[config.mk]
export PLATFORM = sky130hd
export DESIGN_NAME = voice_envelope_flat
export DESIGN_NICKNAME = d
export VERILOG_FILES = /design/src/rtl/voice_envelope_if.sv /design/src/rtl/voice_envelope.sv /design/src/flat_wrapper.sv
export SDC_FILE = /design/constraint.sdc
export NUM_CORES = 1
export LEC_CHECK = 0
export BUFFER_PORTS_ARGS = -buffer_cell sky130_fd_sc_hd__buf_2
export CAP_MARGIN = 30
export CORE_ASPECT_RATIO = 1.4
export CORE_MARGIN = 2
export CORE_UTILIZATION = 60
export DETAILED_ROUTE_END_ITERATION = 12
export GPL_TIMING_DRIVEN = 0
export PLACE_DENSITY = 0.9
export SYNTH_ARGS = -nofsm -noshare
export SYNTH_HDL_FRONTEND = slang
export SYNTH_SLANG_ARGS = --single-unit
[constraint.sdc]
create_clock -name clk -period 11.67 [get_ports clk]
set_input_delay 1.167 -clock clk [delete_from_list [all_inputs] [get_ports clk]]
set_output_delay 1.167 -clock clk [all_outputs]
set_load 0.005 [all_outputs]
[src/rtl/voice_envelope_if.sv]
// Voice envelope bus: sequencer gate vector in, per-voice levels/activity and sweep pulse out.
interface voice_envelope_if #(
  parameter int unsigned NUM_VOICES = 8,
  parameter int unsigned ENV_WIDTH  = 16
);
  logic [NUM_VOICES-1:0]                on_in;
  logic [NUM_VOICES-1:0][ENV_WIDTH-1:0] env_out;
  logic [NUM_VOICES-1:0]                active_out;
  logic                                 sweep_done;

  modport master (output on_in, input env_out, active_out, sweep_done);
  modport slave  (input on_in, output env_out, active_out, sweep_done);
endinterface

[src/rtl/voice_envelope.sv]
// Per-voice ADSR envelope generator with one shared datapath swept across voices each tick.
// Define VOICE_ENVELOPE_HARD_RETRIG_EN to restart ATTACK from 0 on every trigger.
module voice_envelope #(
  parameter int unsigned NUM_VOICES    = 8,
  parameter int unsigned ENV_WIDTH     = 16,
  parameter int unsigned TICK_DIV      = 50000,
  parameter int unsigned ATTACK_STEP   = 64,
  parameter int unsigned DECAY_STEP    = 16,
  parameter int unsigned SUSTAIN_LEVEL = 49152,
  parameter int unsigned RELEASE_STEP  = 32
) (
  input  logic           clk,
  input  logic           rst,
  voice_envelope_if.slave bus
);
  localparam int unsigned IW = (NUM_VOICES > 1) ? $clog2(NUM_VOICES) : 1;
  localparam int unsigned PW = (TICK_DIV > 1) ? $clog2(TICK_DIV) : 1;
  localparam int unsigned LW = ENV_WIDTH + 1;
  localparam logic [LW-1:0] MAX_L = {1'b0, {ENV_WIDTH{1'b1}}};
  localparam logic [LW-1:0] ATK_L = LW'(ATTACK_STEP);
  localparam logic [LW-1:0] DEC_L = LW'(DECAY_STEP);
  localparam logic [LW-1:0] SUS_L = LW'(SUSTAIN_LEVEL);
  localparam logic [LW-1:0] REL_L = LW'(RELEASE_STEP);
  localparam logic [IW-1:0] LAST  = IW'(NUM_VOICES - 1);
  localparam logic [PW-1:0] TOP   = PW'(TICK_DIV - 1);

  typedef enum logic [2:0] {
    S_IDLE, S_ATTACK, S_DECAY, S_SUSTAIN, S_RELEASE
  } env_state_t;

  env_state_t            state_q [NUM_VOICES];
  logic [ENV_WIDTH-1:0]  level_q [NUM_VOICES];
  logic [NUM_VOICES-1:0] gate_prev_q, pending_q, pending_nxt, rise;
  logic [PW-1:0]         presc_q;
  logic [IW-1:0]         idx_q;
  logic                  sweep_q, last_wr_q, done_q, tick;

  env_state_t            cur_state, eff_state, nxt_state;
  logic [LW-1:0]         base, res;
  logic [ENV_WIDTH-1:0]  nxt_level;
  logic                  trig;

  assign tick = (presc_q == TOP);

  always_comb begin
    rise      = bus.on_in & ~gate_prev_q;
    cur_state = state_q[idx_q];
    base      = {1'b0, level_q[idx_q]};
    trig      = pending_q[idx_q] | rise[idx_q];
    eff_state = cur_state;
    res       = base;
    nxt_state = cur_state;
    // A trigger or gate drop redirects the state first; the step of the new state applies in this same slot.
    if (trig) begin
      eff_state = S_ATTACK;
`ifdef VOICE_ENVELOPE_HARD_RETRIG_EN
      base = '0;
`endif
    end else if (!bus.on_in[idx_q] && (cur_state inside {S_ATTACK, S_DECAY, S_SUSTAIN})) begin
      eff_state = S_RELEASE;
    end
    case (eff_state)
      S_IDLE: begin
        res       = '0;
        nxt_state = S_IDLE;
      end
      S_ATTACK: begin
        res       = base + ATK_L;
        nxt_state = S_ATTACK;
        if (res >= MAX_L) begin
          res       = MAX_L;
          nxt_state = S_DECAY;
        end
      end
      S_DECAY: begin
        if (base >= SUS_L + DEC_L) res = base - DEC_L;
        else                       res = SUS_L;
        nxt_state = (res == SUS_L) ? S_SUSTAIN : S_DECAY;
      end
      S_SUSTAIN: begin
        res       = base;
        nxt_state = S_SUSTAIN;
      end
      S_RELEASE: begin
        if (base > REL_L) begin
          res       = base - REL_L;
          nxt_state = S_RELEASE;
        end else begin
          res       = '0;
          nxt_state = S_IDLE;
        end
      end
      default: begin
        res       = '0;
        nxt_state = S_IDLE;
      end
    endcase
    nxt_level   = res[ENV_WIDTH-1:0];
    pending_nxt = pending_q | rise;
    if (sweep_q) pending_nxt[idx_q] = 1'b0;
  end

  always_ff @(posedge clk or posedge rst) begin
    if (rst) begin
      for (int unsigned i = 0; i < NUM_VOICES; i++) begin
        state_q[i] <= S_IDLE;
        level_q[i] <= '0;
      end
    end else if (sweep_q) begin
      state_q[idx_q] <= nxt_state;
      level_q[idx_q] <= nxt_level;
    end
  end

  always_ff @(posedge clk or posedge rst) begin
    if (rst) begin
      presc_q     <= '0;
      sweep_q     <= 1'b0;
      idx_q       <= '0;
      last_wr_q   <= 1'b0;
      done_q      <= 1'b0;
      gate_prev_q <= '0;
      pending_q   <= '0;
    end else begin
      gate_prev_q <= bus.on_in;
      pending_q   <= pending_nxt;
      presc_q     <= tick ? '0 : presc_q + 1'b1;
      last_wr_q   <= sweep_q && (idx_q == LAST);
      done_q      <= last_wr_q;
      if (tick) begin
        sweep_q <= 1'b1;
        idx_q   <= '0;
      end else if (sweep_q) begin
        if (idx_q == LAST) sweep_q <= 1'b0;
        else               idx_q   <= idx_q + 1'b1;
      end
    end
  end

  always_comb begin
    for (int unsigned i = 0; i < NUM_VOICES; i++) begin
      bus.env_out[i]    = level_q[i];
      bus.active_out[i] = (state_q[i] != S_IDLE);
    end
  end

  assign bus.sweep_done = done_q;
endmodule

[src/flat_wrapper.sv]
// flat-port wrapper written by rule: the top's interface ports become plain ports
module voice_envelope_flat 
#(
  parameter int unsigned NUM_VOICES    = 8,
  parameter int unsigned ENV_WIDTH     = 16,
  parameter int unsigned TICK_DIV      = 50000,
  parameter int unsigned ATTACK_STEP   = 64,
  parameter int unsigned DECAY_STEP    = 16,
  parameter int unsigned SUSTAIN_LEVEL = 49152,
  parameter int unsigned RELEASE_STEP  = 32
)
  (clk, rst, bus_on_in, bus_env_out, bus_active_out, bus_sweep_done);
  voice_envelope_if #(.NUM_VOICES(NUM_VOICES), .ENV_WIDTH(ENV_WIDTH)) bus_i ();
  input  logic clk;
  input  logic rst;
  input wire logic [$bits(bus_i.on_in)-1:0] bus_on_in;
  output wire logic [$bits(bus_i.env_out)-1:0] bus_env_out;
  output wire logic [$bits(bus_i.active_out)-1:0] bus_active_out;
  output wire logic [$bits(bus_i.sweep_done)-1:0] bus_sweep_done;
  assign bus_i.on_in = bus_on_in;
  assign bus_env_out = bus_i.env_out;
  assign bus_active_out = bus_i.active_out;
  assign bus_sweep_done = bus_i.sweep_done;
  voice_envelope #(.NUM_VOICES(NUM_VOICES), .ENV_WIDTH(ENV_WIDTH), .TICK_DIV(TICK_DIV), .ATTACK_STEP(ATTACK_STEP), .DECAY_STEP(DECAY_STEP), .SUSTAIN_LEVEL(SUSTAIN_LEVEL), .RELEASE_STEP(RELEASE_STEP)) u_core (.clk(clk), .rst(rst), .bus(bus_i));
endmodule
==> flow_metrics.py <==
metrics = {
    "outcome": {
        "status": "finished clean",
    },
    "place": {
        "gp_congestion": 1.01,
        "place_area_mm2": 0.0111,
        "io_buffers": 146,
        "hpwl_um": 28100,
    },
    "clock_tree": {
        "ctsHoldBuffers": 0,
        "post_cts_buffers": 0,
        "clkLatencyLatePin_ns": 0.45,
        "postCtsResizedCells": 0,
        "htree_levels": 4,
        "clock-sinks": 190,
        "clkTransAtPathRegs_ns": 0.07,
        "clockRootBuffer": "clkbuf_16",
        "cts_tree": "built",
        "cts_buffers": 17,
        "clockBufferDepth": 2,
    },
    "synthesis": {
        "syn_avg_cell_area_um2": 9.51,
        "yosysSeqAreaShare_pct": 47.2,
        "synth_edf_count": 0,
        "ys_types": 85,
        "syn-num-nets": 1082,
        "async_flop_share_pct": 100,
        "yosys_register_bits": 190,
        "syn_inst": 1059,
        "yosys_warnings": 0,
        "synth_ff_type": "dfrtp_1",
        "syn-cell-area_mm2": 0.0101,
    },
    "global_route": {
        "grt.overflow.total": 0,
        "grt_max_degree": 117,
        "grt_pass1_wl_um": 57000,
        "antenna_found_initial": 0,
        "grt_usage_pct": 43.0,
        "grt_pass1_vias": 9557,
    },
    "sta": {
        "finalHoldViolations": 0,
        "clock_skew_ns": 0.0159,
        "period_needed_ns": 5.60,
        "slew_violations": 0,
        "setup-violations-final": 0,
        "relSlewSlack_pct": 36.1,
        "post-route-period-util_pct": 48.0,
        "rsz0062_at_grt": "false",
        "tns_ns": 0,
        "max_freq_mhz": 179,
        "worst_pin_slew_ns": 0.955,
    },
    "power_and_ir_drop": {
        "pwr-share-clk_pct": 47.6,
        "power.internal_mw": 0.975,
        "p_total_mw": 1.30,
        "p_sw_share_pct": 24.8,
        "seqPwrFrac_pct": 50.9,
        "combPwrFrac_pct": 1.5,
        "power_density_mw_per_mm2": 111,
        "ir_drop_uv": 92.2,
        "switching_power_mw": 0.321,
        "cellLeakagePower_nw": 4.52,
    },
    "detailed_routing": {
        "met3_length_um": 4050,
        "wl_um": 38300,
        "vias_per_cell": 6.84,
        "remaining_drc_errors": 0,
        "vias": 9860,
        "drtIter0Drc": 1232,
        "postRouteAntennaNets": 0,
        "drt-met1-wl_um": 13700,
        "wl_met2_um": 17900,
        "top_layer": "met4",
        "routedWlPerCell_um": 26.6,
        "dr.pass1.iters": 7,
    },
    "layout": {
        "final_nets": 1248,
        "final_area_mm2": 0.0117,
        "antennaDiodeCount": 0,
        "fillers": 1264,
        "layout_common_cells": "190 x dfrtp_1, 165 x nor2_1, 161 x buf_2",
        "layout_commonest_cell": "dfrtp_1",
        "fin_util_pct": 70.5,
        "synthToLayoutAreaGrowth_pct": 16.3,
        "drive_above_1_share_pct": 22.7,
    },
    "critical_path": {
        "critPathMaxStageDelay_ns": 0.73,
        "start_kind": "flip-flop",
        "crit_required_ns": 11.96,
        "crit_chain": "buf_6, buf_6, buf_6, buf_6, mux2_2, nand2_1, o2111a_1, ha_1, inv_1, o21ai_0, nor3_2, a311oi_4, o21ai_0, a22oi_1, o21ai_0",
        "cp-end-kind": "flip-flop",
        "crit_slowest_cell": "a22oi_1",
        "arrival_ns": 5.89,
        "crit_buf_inv": 5,
        "crit_top_cell": "buf_6",
        "cp_max_fo": 11,
        "critPathTopFamily": "compound AO/OA/AOI/OAI gates",
        "worstSetupPathType": "reg2reg",
    },
    "floorplan": {
        "ios": 147,
        "floorplan.die.height_um": 157,
        "fp.dieW_um": 113,
        "num_rows": 56,
        "start_util_pct": 60.6,
        "die_area_mm2": 0.0179,
        "core-area_mm2": 0.0166,
    },
    "hold_path": {
        "min_path_type": "reg2reg",
    },
    "run": {
        "cap_viol_max_count": 0,
    },
}
power by group through the flow:
stage	registers, mW	clock network [mW]	logic (mW)
2_1_floorplan	0.673	0	0.0120
3_3_place_gp	0.673	0	0.0180
3_5_place_dp	0.673	0	0.0199
4_1_cts	0.660	0.612	0.0201
5_1_grt	0.660	0.636	0.0224
6_report	0.660	0.616	0.0194
registers in the layout (all words and copies together), names as in the netlist:
register	flops
u_core.idx_q	3
u_core.last_wr_q	1
u_core.state_q	24
u_core.pending_q	8
u_core.bus.env_out	128
u_core.gate_prev_q	8
u_core.presc_q	16
u_core.bus.sweep_done	1
u_core.sweep_q	1
per-layer routing:
| metal | global-route usage (%) | vias to the layer above |
|---|---|---|
| li1 | - | 4172 |
| met1 | 54.2 | 4765 |
| met2 | 67.7 | 745 |
| met3 | 9.09 | 178 |
| met4 | 27.4 | 0 |
| met5 | 0 | - |
final timing paths:
check	start	cells after the start	slack [ns]	to
max reg2reg	u_core.idx_q[2]	15	6.07	u_core.state_q[18]
min in group asynchronous	rst	2	0.77	u_core.bus.env_out[114]
min	u_core.last_wr_q	0	0.35	u_core.bus.sweep_done
max in group asynchronous	rst	3	9.93	u_core.bus.env_out[45]
max	u_core.idx_q[2]	15	6.07	u_core.state_q[18]
min reg2reg	u_core.last_wr_q	0	0.35	u_core.bus.sweep_done
Yosys cell counts, types with 9 or more instances:
cell        n  area, um^2
nand4_1    10        62.6
dfrtp_1   190        4750
mux2i_1    16         160
nor3_1     13        65.1
clkbuf_1   36         135
mux2_2     25         282
nor2_1    165         619
or3_1      12        75.1
a22oi_1    10        75.1
o22ai_1    11        68.8
o21ai_1    20         100
a21oi_1   139         696
nand3_1    34         170
ha_1       13         163
a221o_1    10         100
nand2_1    78         293
nor2b_1    12        75.1
buf_6       9         101
xnor2_1    14         123
buf_2      15        75.1
o21ai_0    34         170
inv_1      16        60.1
cells by family after synthesis:
family,share of synthesized area [%]
AOI/OAI and AO/OA,20.9
xor gates and xnor gates,1.83
adders and majority gates,1.62
buffers and inverters,4.14
DFF,47.2
muxes,6.44
and+or+nand+nor,17.9
through the flow:
step                hold WS (ns)  instances  setup WS (ns)
global placement           0.336       1408           3.54
floorplan                  0.331       1059           5.33
detailed placement         0.342       1409           6.33
finish                     0.353       1441           6.07
global route               0.370       1441           5.98
CTS                        0.356       1441           6.30
layout make-up:
class / count / area [um^2] / share of cell area [%]
timing repair buffer: 147 / 758 / 6.47
clock inverter: 14 / 194 / 1.66
multi-input combinational: 785 / 4900 / 41.8
sequential: 190 / 4750 / 40.6
tap: 203 / 254 / 2.17
inverter: 19 / 78.8 / 0.673
buffer: 65 / 345 / 2.95
clock buffer: 18 / 429 / 3.66
No activity file was read; power rests on OpenSTA's default activity.
